[config.mk]
export PLATFORM = sky130hd
export DESIGN_NAME = pc_sequencer_flat
export DESIGN_NICKNAME = d
export VERILOG_FILES = /design/src/rtl/pc_sequencer_if.sv /design/src/rtl/pc_sequencer.sv /design/src/flat_wrapper.sv
export SDC_FILE = /design/constraint.sdc
export NUM_CORES = 1
export LEC_CHECK = 0
export ABC_AREA = 1
export CAP_MARGIN = 20
export CORE_MARGIN = 2
export CORE_UTILIZATION = 50
export DETAILED_ROUTE_END_ITERATION = 7
export GPL_TIMING_DRIVEN = 1
export PLACE_DENSITY_LB_ADDON = 0.1
export SETUP_SLACK_MARGIN = 0.5
export SYNTH_ARGS = -nofsm -noshare
export SYNTH_HDL_FRONTEND = slang
export SYNTH_SLANG_ARGS = --single-unit
[constraint.sdc]
create_clock -name clk -period 2.14 [get_ports clk]
set_input_delay 0.428 -clock clk [delete_from_list [all_inputs] [get_ports clk]]
set_output_delay 0.428 -clock clk [all_outputs]
set_load 0.005 [all_outputs]
[src/rtl/pc_sequencer_if.sv]
// Bundle of all program-counter sequencer control and status signals.
// Latency: none (wires only).
// Backpressure: none here; the sequencer's stall and enable inputs are scalar ports.
// master: the instruction pipeline driving control and reading status.
// slave : the pc_sequencer itself.
interface pc_sequencer_if #(
  parameter int DATABITWIDTH = 16,
  parameter int RASDEPTH     = 8
);
  logic                      PCEn;
  logic                      StallEn;
  logic                      BranchEn;
  logic                      BranchRelative;
  logic [DATABITWIDTH-1:0]   ComparisonValue;
  logic [DATABITWIDTH-1:0]   BranchDest;
  logic                      JumpEn;
  logic                      LinkEn;
  logic                      ReturnEn;
  logic [DATABITWIDTH-1:0]   JumpDest;
  logic                      FaultClear;
  logic [DATABITWIDTH-1:0]   InstructionAddrOut;
  logic [DATABITWIDTH-1:0]   JumpAndLinkAddrOut;
  logic [$clog2(RASDEPTH):0] StackDepthOut;
  logic                      StackEmpty;
  logic                      StackFull;
  logic [1:0]                FaultOut;

  modport master (
    output PCEn, StallEn, BranchEn, BranchRelative, ComparisonValue, BranchDest,
           JumpEn, LinkEn, ReturnEn, JumpDest, FaultClear,
    input  InstructionAddrOut, JumpAndLinkAddrOut, StackDepthOut,
           StackEmpty, StackFull, FaultOut
  );

  modport slave (
    input  PCEn, StallEn, BranchEn, BranchRelative, ComparisonValue, BranchDest,
           JumpEn, LinkEn, ReturnEn, JumpDest, FaultClear,
    output InstructionAddrOut, JumpAndLinkAddrOut, StackDepthOut,
           StackEmpty, StackFull, FaultOut
  );
endinterface

[src/rtl/pc_sequencer.sv]
// Program counter with branch/jump/call/return and a circular return-address stack.
// Latency: next PC registered one edge after an advance; JumpAndLinkAddrOut is combinational.
// Backpressure: StallEn or clk_en low holds PC, stack and depth; sync_rst overrides everything.
// Ports: clk, clk_en, sync_rst scalar; bus (slave) carries control inputs and PC/stack/fault status.
module pc_sequencer #(
  parameter int                    DATABITWIDTH = 16,
  parameter int                    RASDEPTH     = 8,
  parameter logic [DATABITWIDTH-1:0] RESETVECTOR  = '0
) (
  input  logic           clk,
  input  logic           clk_en,
  input  logic           sync_rst,
  pc_sequencer_if.slave  bus
);
  localparam int                 AW         = $clog2(RASDEPTH);
  localparam logic [DATABITWIDTH-1:0] ONE   = {{(DATABITWIDTH-1){1'b0}}, 1'b1};
  localparam logic [AW:0]        FULL_DEPTH = (AW+1)'(RASDEPTH);

  logic [DATABITWIDTH-1:0] pc;
  logic [DATABITWIDTH-1:0] ras [RASDEPTH];
  logic [AW-1:0]           top;
  logic [AW:0]             depth;
  logic [1:0]              fault;

  logic [DATABITWIDTH-1:0] pc_inc, br_tgt, next_pc;
  logic [AW-1:0]           top_inc, top_dec;
  logic                    advance, taken, empty, full, do_pop, do_push;
  logic [1:0]              fault_set, fault_nxt;

  always_comb begin
    advance = bus.PCEn & ~bus.StallEn & clk_en;
    pc_inc  = pc + ONE;
    br_tgt  = bus.BranchRelative ? (pc + bus.BranchDest) : bus.BranchDest;
    taken   = bus.BranchEn & (bus.ComparisonValue == '0);
    empty   = (depth == '0);
    full    = (depth == FULL_DEPTH);
    top_inc = top + AW'(1);
    top_dec = top - AW'(1);
    // Return wins over everything, so a concurrent jump/link is dropped.
    do_pop  = advance & bus.ReturnEn;
    do_push = advance & ~bus.ReturnEn & bus.JumpEn & bus.LinkEn;

    next_pc = pc_inc;
    if (do_pop)
      next_pc = empty ? RESETVECTOR : ras[top];
    else if (bus.JumpEn)
      next_pc = bus.JumpDest;
    else if (taken)
      next_pc = br_tgt;

    fault_set = {do_pop & empty, do_push & full};
    // A fault raised in the clearing cycle survives the clear.
    fault_nxt = ((clk_en & bus.FaultClear) ? 2'b00 : fault) | fault_set;
  end

  always_ff @(posedge clk) begin
    if (sync_rst) begin
      pc    <= RESETVECTOR;
      top   <= '0;
      depth <= '0;
      fault <= '0;
    end else begin
      fault <= fault_nxt;
      if (advance)
        pc <= next_pc;
      // When full, top+1 is the oldest slot, so pushing overwrites it.
      if (do_push) begin
        top <= top_inc;
        if (!full)
          depth <= depth + (AW+1)'(1);
      end else if (do_pop && !empty) begin
        top   <= top_dec;
        depth <= depth - (AW+1)'(1);
      end
    end
  end

  // Entry storage carries no reset; only pointer and depth define validity.
  always_ff @(posedge clk) begin
    if (!sync_rst && do_push)
      ras[top_inc] <= pc_inc;
  end

  assign bus.InstructionAddrOut = pc;
  assign bus.JumpAndLinkAddrOut = pc_inc;
  assign bus.StackDepthOut      = depth;
  assign bus.StackEmpty         = empty;
  assign bus.StackFull          = full;
  assign bus.FaultOut           = fault;
endmodule
[src/flat_wrapper.sv]
// flat-port wrapper written by rule: the top's interface ports become plain ports
module pc_sequencer_flat 
#(
  parameter int                    DATABITWIDTH = 16,
  parameter int                    RASDEPTH     = 8,
  parameter logic [DATABITWIDTH-1:0] RESETVECTOR  = '0
)
  (clk, clk_en, sync_rst, bus_PCEn, bus_StallEn, bus_BranchEn, bus_BranchRelative, bus_ComparisonValue, bus_BranchDest, bus_JumpEn, bus_LinkEn, bus_ReturnEn, bus_JumpDest, bus_FaultClear, bus_InstructionAddrOut, bus_JumpAndLinkAddrOut, bus_StackDepthOut, bus_StackEmpty, bus_StackFull, bus_FaultOut);
  pc_sequencer_if #(.DATABITWIDTH(DATABITWIDTH), .RASDEPTH(RASDEPTH)) bus_i ();
  input  logic clk;
  input  logic clk_en;
  input  logic sync_rst;
  input wire logic [$bits(bus_i.PCEn)-1:0] bus_PCEn;
  input wire logic [$bits(bus_i.StallEn)-1:0] bus_StallEn;
  input wire logic [$bits(bus_i.BranchEn)-1:0] bus_BranchEn;
  input wire logic [$bits(bus_i.BranchRelative)-1:0] bus_BranchRelative;
  input wire logic [$bits(bus_i.ComparisonValue)-1:0] bus_ComparisonValue;
  input wire logic [$bits(bus_i.BranchDest)-1:0] bus_BranchDest;
  input wire logic [$bits(bus_i.JumpEn)-1:0] bus_JumpEn;
  input wire logic [$bits(bus_i.LinkEn)-1:0] bus_LinkEn;
  input wire logic [$bits(bus_i.ReturnEn)-1:0] bus_ReturnEn;
  input wire logic [$bits(bus_i.JumpDest)-1:0] bus_JumpDest;
  input wire logic [$bits(bus_i.FaultClear)-1:0] bus_FaultClear;
  output wire logic [$bits(bus_i.InstructionAddrOut)-1:0] bus_InstructionAddrOut;
  output wire logic [$bits(bus_i.JumpAndLinkAddrOut)-1:0] bus_JumpAndLinkAddrOut;
  output wire logic [$bits(bus_i.StackDepthOut)-1:0] bus_StackDepthOut;
  output wire logic [$bits(bus_i.StackEmpty)-1:0] bus_StackEmpty;
  output wire logic [$bits(bus_i.StackFull)-1:0] bus_StackFull;
  output wire logic [$bits(bus_i.FaultOut)-1:0] bus_FaultOut;
  assign bus_i.PCEn = bus_PCEn;
  assign bus_i.StallEn = bus_StallEn;
  assign bus_i.BranchEn = bus_BranchEn;
  assign bus_i.BranchRelative = bus_BranchRelative;
  assign bus_i.ComparisonValue = bus_ComparisonValue;
  assign bus_i.BranchDest = bus_BranchDest;
  assign bus_i.JumpEn = bus_JumpEn;
  assign bus_i.LinkEn = bus_LinkEn;
  assign bus_i.ReturnEn = bus_ReturnEn;
  assign bus_i.JumpDest = bus_JumpDest;
  assign bus_i.FaultClear = bus_FaultClear;
  assign bus_InstructionAddrOut = bus_i.InstructionAddrOut;
  assign bus_JumpAndLinkAddrOut = bus_i.JumpAndLinkAddrOut;
  assign bus_StackDepthOut = bus_i.StackDepthOut;
  assign bus_StackEmpty = bus_i.StackEmpty;
  assign bus_StackFull = bus_i.StackFull;
  assign bus_FaultOut = bus_i.FaultOut;
  pc_sequencer #(.DATABITWIDTH(DATABITWIDTH), .RASDEPTH(RASDEPTH), .RESETVECTOR(RESETVECTOR)) u_core (.clk(clk), .clk_en(clk_en), .sync_rst(sync_rst), .bus(bus_i));
endmodule
==> metrics.md <==
| Metric | Value |
|---|---|
| Worst R2R Path Depth | `16` |
| Fin crit share | `104%` |
| FF+latch count, synth | `between 150 and 200` |
| PwrDens | `596 nW/um^2` |
| Seq/Total Area, Yosys | `54.2%` |
| Critical path class | `register to output port` |
| Post-synthesis xor/xnor area fraction | `2.26%` |
| TNS Setup | `-0.276 ns` |
| Buf+Inv Stages, Crit Path | `3` |
| Failing checks | `setup timing` |
| Final setup violation count | `6` |
| First-pass GRT wire length | `between 30,000 and 40,000 um` |
| Crit. End Element | `output port` |
| Hold_buf cts | `0` |
| Yosys warning count | `0` |
| Post-synthesis mux area share | `0%` |
| Gate count of the mapped netlist | `902` |
| Commonest non-fill, non-tap cells in the layout | `141 x nor2_1, 128 x edfxtp_1, 125 x nand2_1` |
| Final core utilization | `77.3%` |
| GR Overflow Total | `0` |
| Number of top-level pins | `99` |
| RSZ-0062 raised after global routing | `yes` |
| Row cnt | `46` |
| Syn nets | `~1,000` |
| Total power draw | `7.32 mW` |
| Critical Path, Cell by Cell | `nand3_4 -> nor3_2 -> buf_4 -> buf_6 -> nand4_1 -> nand2_4 -> buf_6` |
| RR Startpoint | `u_core.bus.InstructionAddrOut[2]` |
| Max Cap Viol | `0` |
| Post-route cell area | `approximately 12,000 sq um` |
| Vias in the first global route | `7,373` |
| Post-Synth Adder-Cell Area | `3.57%` |
| Root buffer cell | `clkbuf_16` |
| CTS H-Tree Depth | `4` |
| Worst endpoint required time | `1.71 ns` |
| Post-route setup slack | `-0.0916 ns` |
| CP arrival | `around 1.8 ns` |
| 1st-pass router iterations | `6` |
| Sink Count | `156` |
| Syn_area_per_cell | `9.01 sq um` |
| Worst slew margin | `67.0%` |
| Die area | `17,300 sq um` |
| Area after DPL | `~11,000 sq um` |
| Crit path max-delay family | `simple AND/OR/NAND/NOR gates` |
| Most common cell on crit path | `buf_6` |
| Worst hold stages | `4` |
| Final Skew | `0.00967 ns` |
| Worst-skew pair later-pin latency | `between 0.4 and 0.5 ns` |
| Worst slack at placement | `-0.432 ns` |
| Dpl cells | `1,295` |
| Starting Density | `51.1%` |
| Die Wd | `131 um` |
| LEAKAGE | `5.22 nW` |
| PortBufs | `between 90 and 100` |
| Largest family of logic cells by synthesized area | `simple AND/OR/NAND/NOR gates` |
| Hold Path Origin | `clk_en` |
| CP max stage cell | `dfxtp_4` |
| Tot GR Track Use | `29.2%` |
| Antenna viol nets, final | `0` |
| Max Slew Vio Count | `0` |
| ANT cells | `0` |
| CTS tree | `yes` |
| R2r endpoint | `u_core.bus.InstructionAddrOut[9]` |
| DP HPWL | `16,200 um` |
| Crit start category | `register` |
| Slew @ Worst Pin | `0.494 ns` |
| Compound-cell area share of the yosys netlist | `13.3%` |
| CTS Buffer Depth | `2` |
| Clk slew on worst S/H paths | `0.07 ns` |
| Hold Slack | `0.407 ns` |
| WL/cell | `19.1 um` |
| Area growth syn-to-layout | `51.2%` |
| Finished Layout Cells | `1,383` |
| Layout cells sized above 1 | `34.6%` |
| Worst VDD drop | `774 uV` |
| CP peak stage delay | `around 0.39 ns` |
| Tmin final | `between 2 and 2.5 ns` |
| CTS Buf Count | `17` |
| Synth Area in Simple Gates | `20.5%` |
| Final wirelength | `26,400 um` |
| Peak Freq | `about 450 MHz` |
| Synthesized cell area | `8120 sq um` |
| Core area | `about 16,000 sq um` |
| Status | `finished, violations left` |
| Vias per cell | `around 5.6` |
| Hold Path End | `u_core.bus.FaultOut[0]` |
| Die Y | `131 um` |
| Crit-path max FO | `4` |
| Largest net degree at the start of global routing | `39` |
| Final hold violation count | `0` |
| # DRC | `0` |
| DR iter-0 viols | `815` |
| Fin nets | `between 1,000 and 1,500` |
| Initial antenna violation count | `0` |
| Most common cell after layout, fill and taps aside | `nor2_1` |
| Reg2reg setup slack | `0.05 ns` |
| GPL Wtd Cong | `~0.9` |
| Hold crit path type | `input pin to register` |
| Synth cell types | `38` |
| Vias | `7,700` |
[worst register-to-register path, delay by kind of cell (launching register included)]
family	cells	cell delay [ns]
AO/OA/AOI/OAI	1	0.13
adder cells (fa/ha/maj)	1	0.26
buffers and inverters	3	0.36
flip-flops	1	0.34
AND/OR/NAND/NOR	11	0.89
[synthesized netlist by cell type]
| cell | n | share of area, % |
|---|---|---|
| o211ai_1 | 7 | 0.65 |
| buf_6 | 3 | 0.42 |
| o221ai_1 | 26 | 2.8 |
| nand2_1 | 163 | 7.5 |
| nor2_1 | 159 | 7.3 |
| dfxtp_1 | 28 | 6.9 |
| fa_1 | 2 | 0.49 |
| o22ai_1 | 6 | 0.46 |
| inv_4 | 1 | 0.077 |
| clkbuf_1 | 22 | 1.0 |
| buf_4 | 1 | 0.092 |
| xnor2_1 | 4 | 0.43 |
| o21ai_2 | 1 | 0.11 |
| inv_1 | 80 | 3.7 |
| xor2_1 | 17 | 1.8 |
| inv_2 | 5 | 0.23 |
| o21ai_1 | 2 | 0.12 |
| nor3_1 | 6 | 0.37 |
| a21oi_1 | 44 | 2.7 |
| nor3b_4 | 1 | 0.23 |
| clkinv_1 | 1 | 0.046 |
| nand3_1 | 38 | 2.3 |
| o21ai_0 | 102 | 6.3 |
| nor4_1 | 1 | 0.077 |
| or2_2 | 1 | 0.077 |
| nand3_2 | 3 | 0.37 |
| nor2_8 | 1 | 0.25 |
| a21o_2 | 1 | 0.11 |
| a22oi_1 | 1 | 0.092 |
| nand2_4 | 1 | 0.14 |
| nor2_2 | 2 | 0.15 |
| nand3b_2 | 1 | 0.14 |
| buf_2 | 9 | 0.55 |
| nor2_4 | 4 | 0.55 |
| nor3_2 | 3 | 0.37 |
| nand4_1 | 7 | 0.54 |
| edfxtp_1 | 128 | 47 |
| ha_1 | 20 | 3.1 |
[logic make-up after synthesis]
family,count (synthesis)
AOI/OAI and AO/OA,190
buffers and inverters,122
and+or+nand+nor,391
xor gates and xnor gates,21
adders and majority gates,22
DFF,156
[metal layers]
layer | vias to the layer above | track usage [%] | wire, um
li1 | 3600 | - | -
met1 | 3697 | 40.4 | 11100
met2 | 348 | 48.0 | 12900
met3 | 55 | 4.71 | 1700
met4 | 0 | 8.21 | 669
met5 | - | 0 | 0
[repair_timing]
item	CTS	global route
resized for setup	245	106
endpoints found under the hold margin	0	0
setup buffers	35	18
setup endpoints to repair	201	110
cloned	1	2
pin swaps	59	81
[registers in the layout, summed over array words and instances, names as in the netlist, named ones only]
register / count
u_core.bus.StackDepthOut: 4
u_core.bus.FaultOut: 2
u_core.bus.InstructionAddrOut: 16
u_core.top: 3
u_core.ras: 128
[power by group]
group / switching (mW) / internal (mW)
Combinational: 0.524 / 0.487
Clock: 1.25 / 1.73
Sequential: 0.0278 / 3.29
Total: 1.81 / 5.51
[how the worst max path moves through the flow]
stage | start | to | slack (ns) | cells past startpoint
after floorplan | bus_PCEn | u_core.bus.StackDepthOut[3] | 0.15 | 12
after global placement | bus_PCEn | u_core.bus.StackDepthOut[3] | -0.39 | 13
after detailed placement | bus_PCEn | u_core.bus.StackDepthOut[3] | -0.43 | 13
after CTS | u_core.bus.InstructionAddrOut[1] | bus_JumpAndLinkAddrOut[14] | 0.009 | 6
after global routing | u_core.bus.InstructionAddrOut[0] | bus_JumpAndLinkAddrOut[13] | -0.13 | 7
final | u_core.bus.InstructionAddrOut[0] | bus_JumpAndLinkAddrOut[13] | -0.09 | 7
[area by class of cell]
class	instances	area, sq um
repair buffers	268	2530
well taps	216	270
inverters	87	344
clock inverters	15	164
multi-input cells	624	4090
fillers	1062	3600
flip-flops and latches	156	4460
clock buffers	17	425
Power figures use the tool's default switching activity.
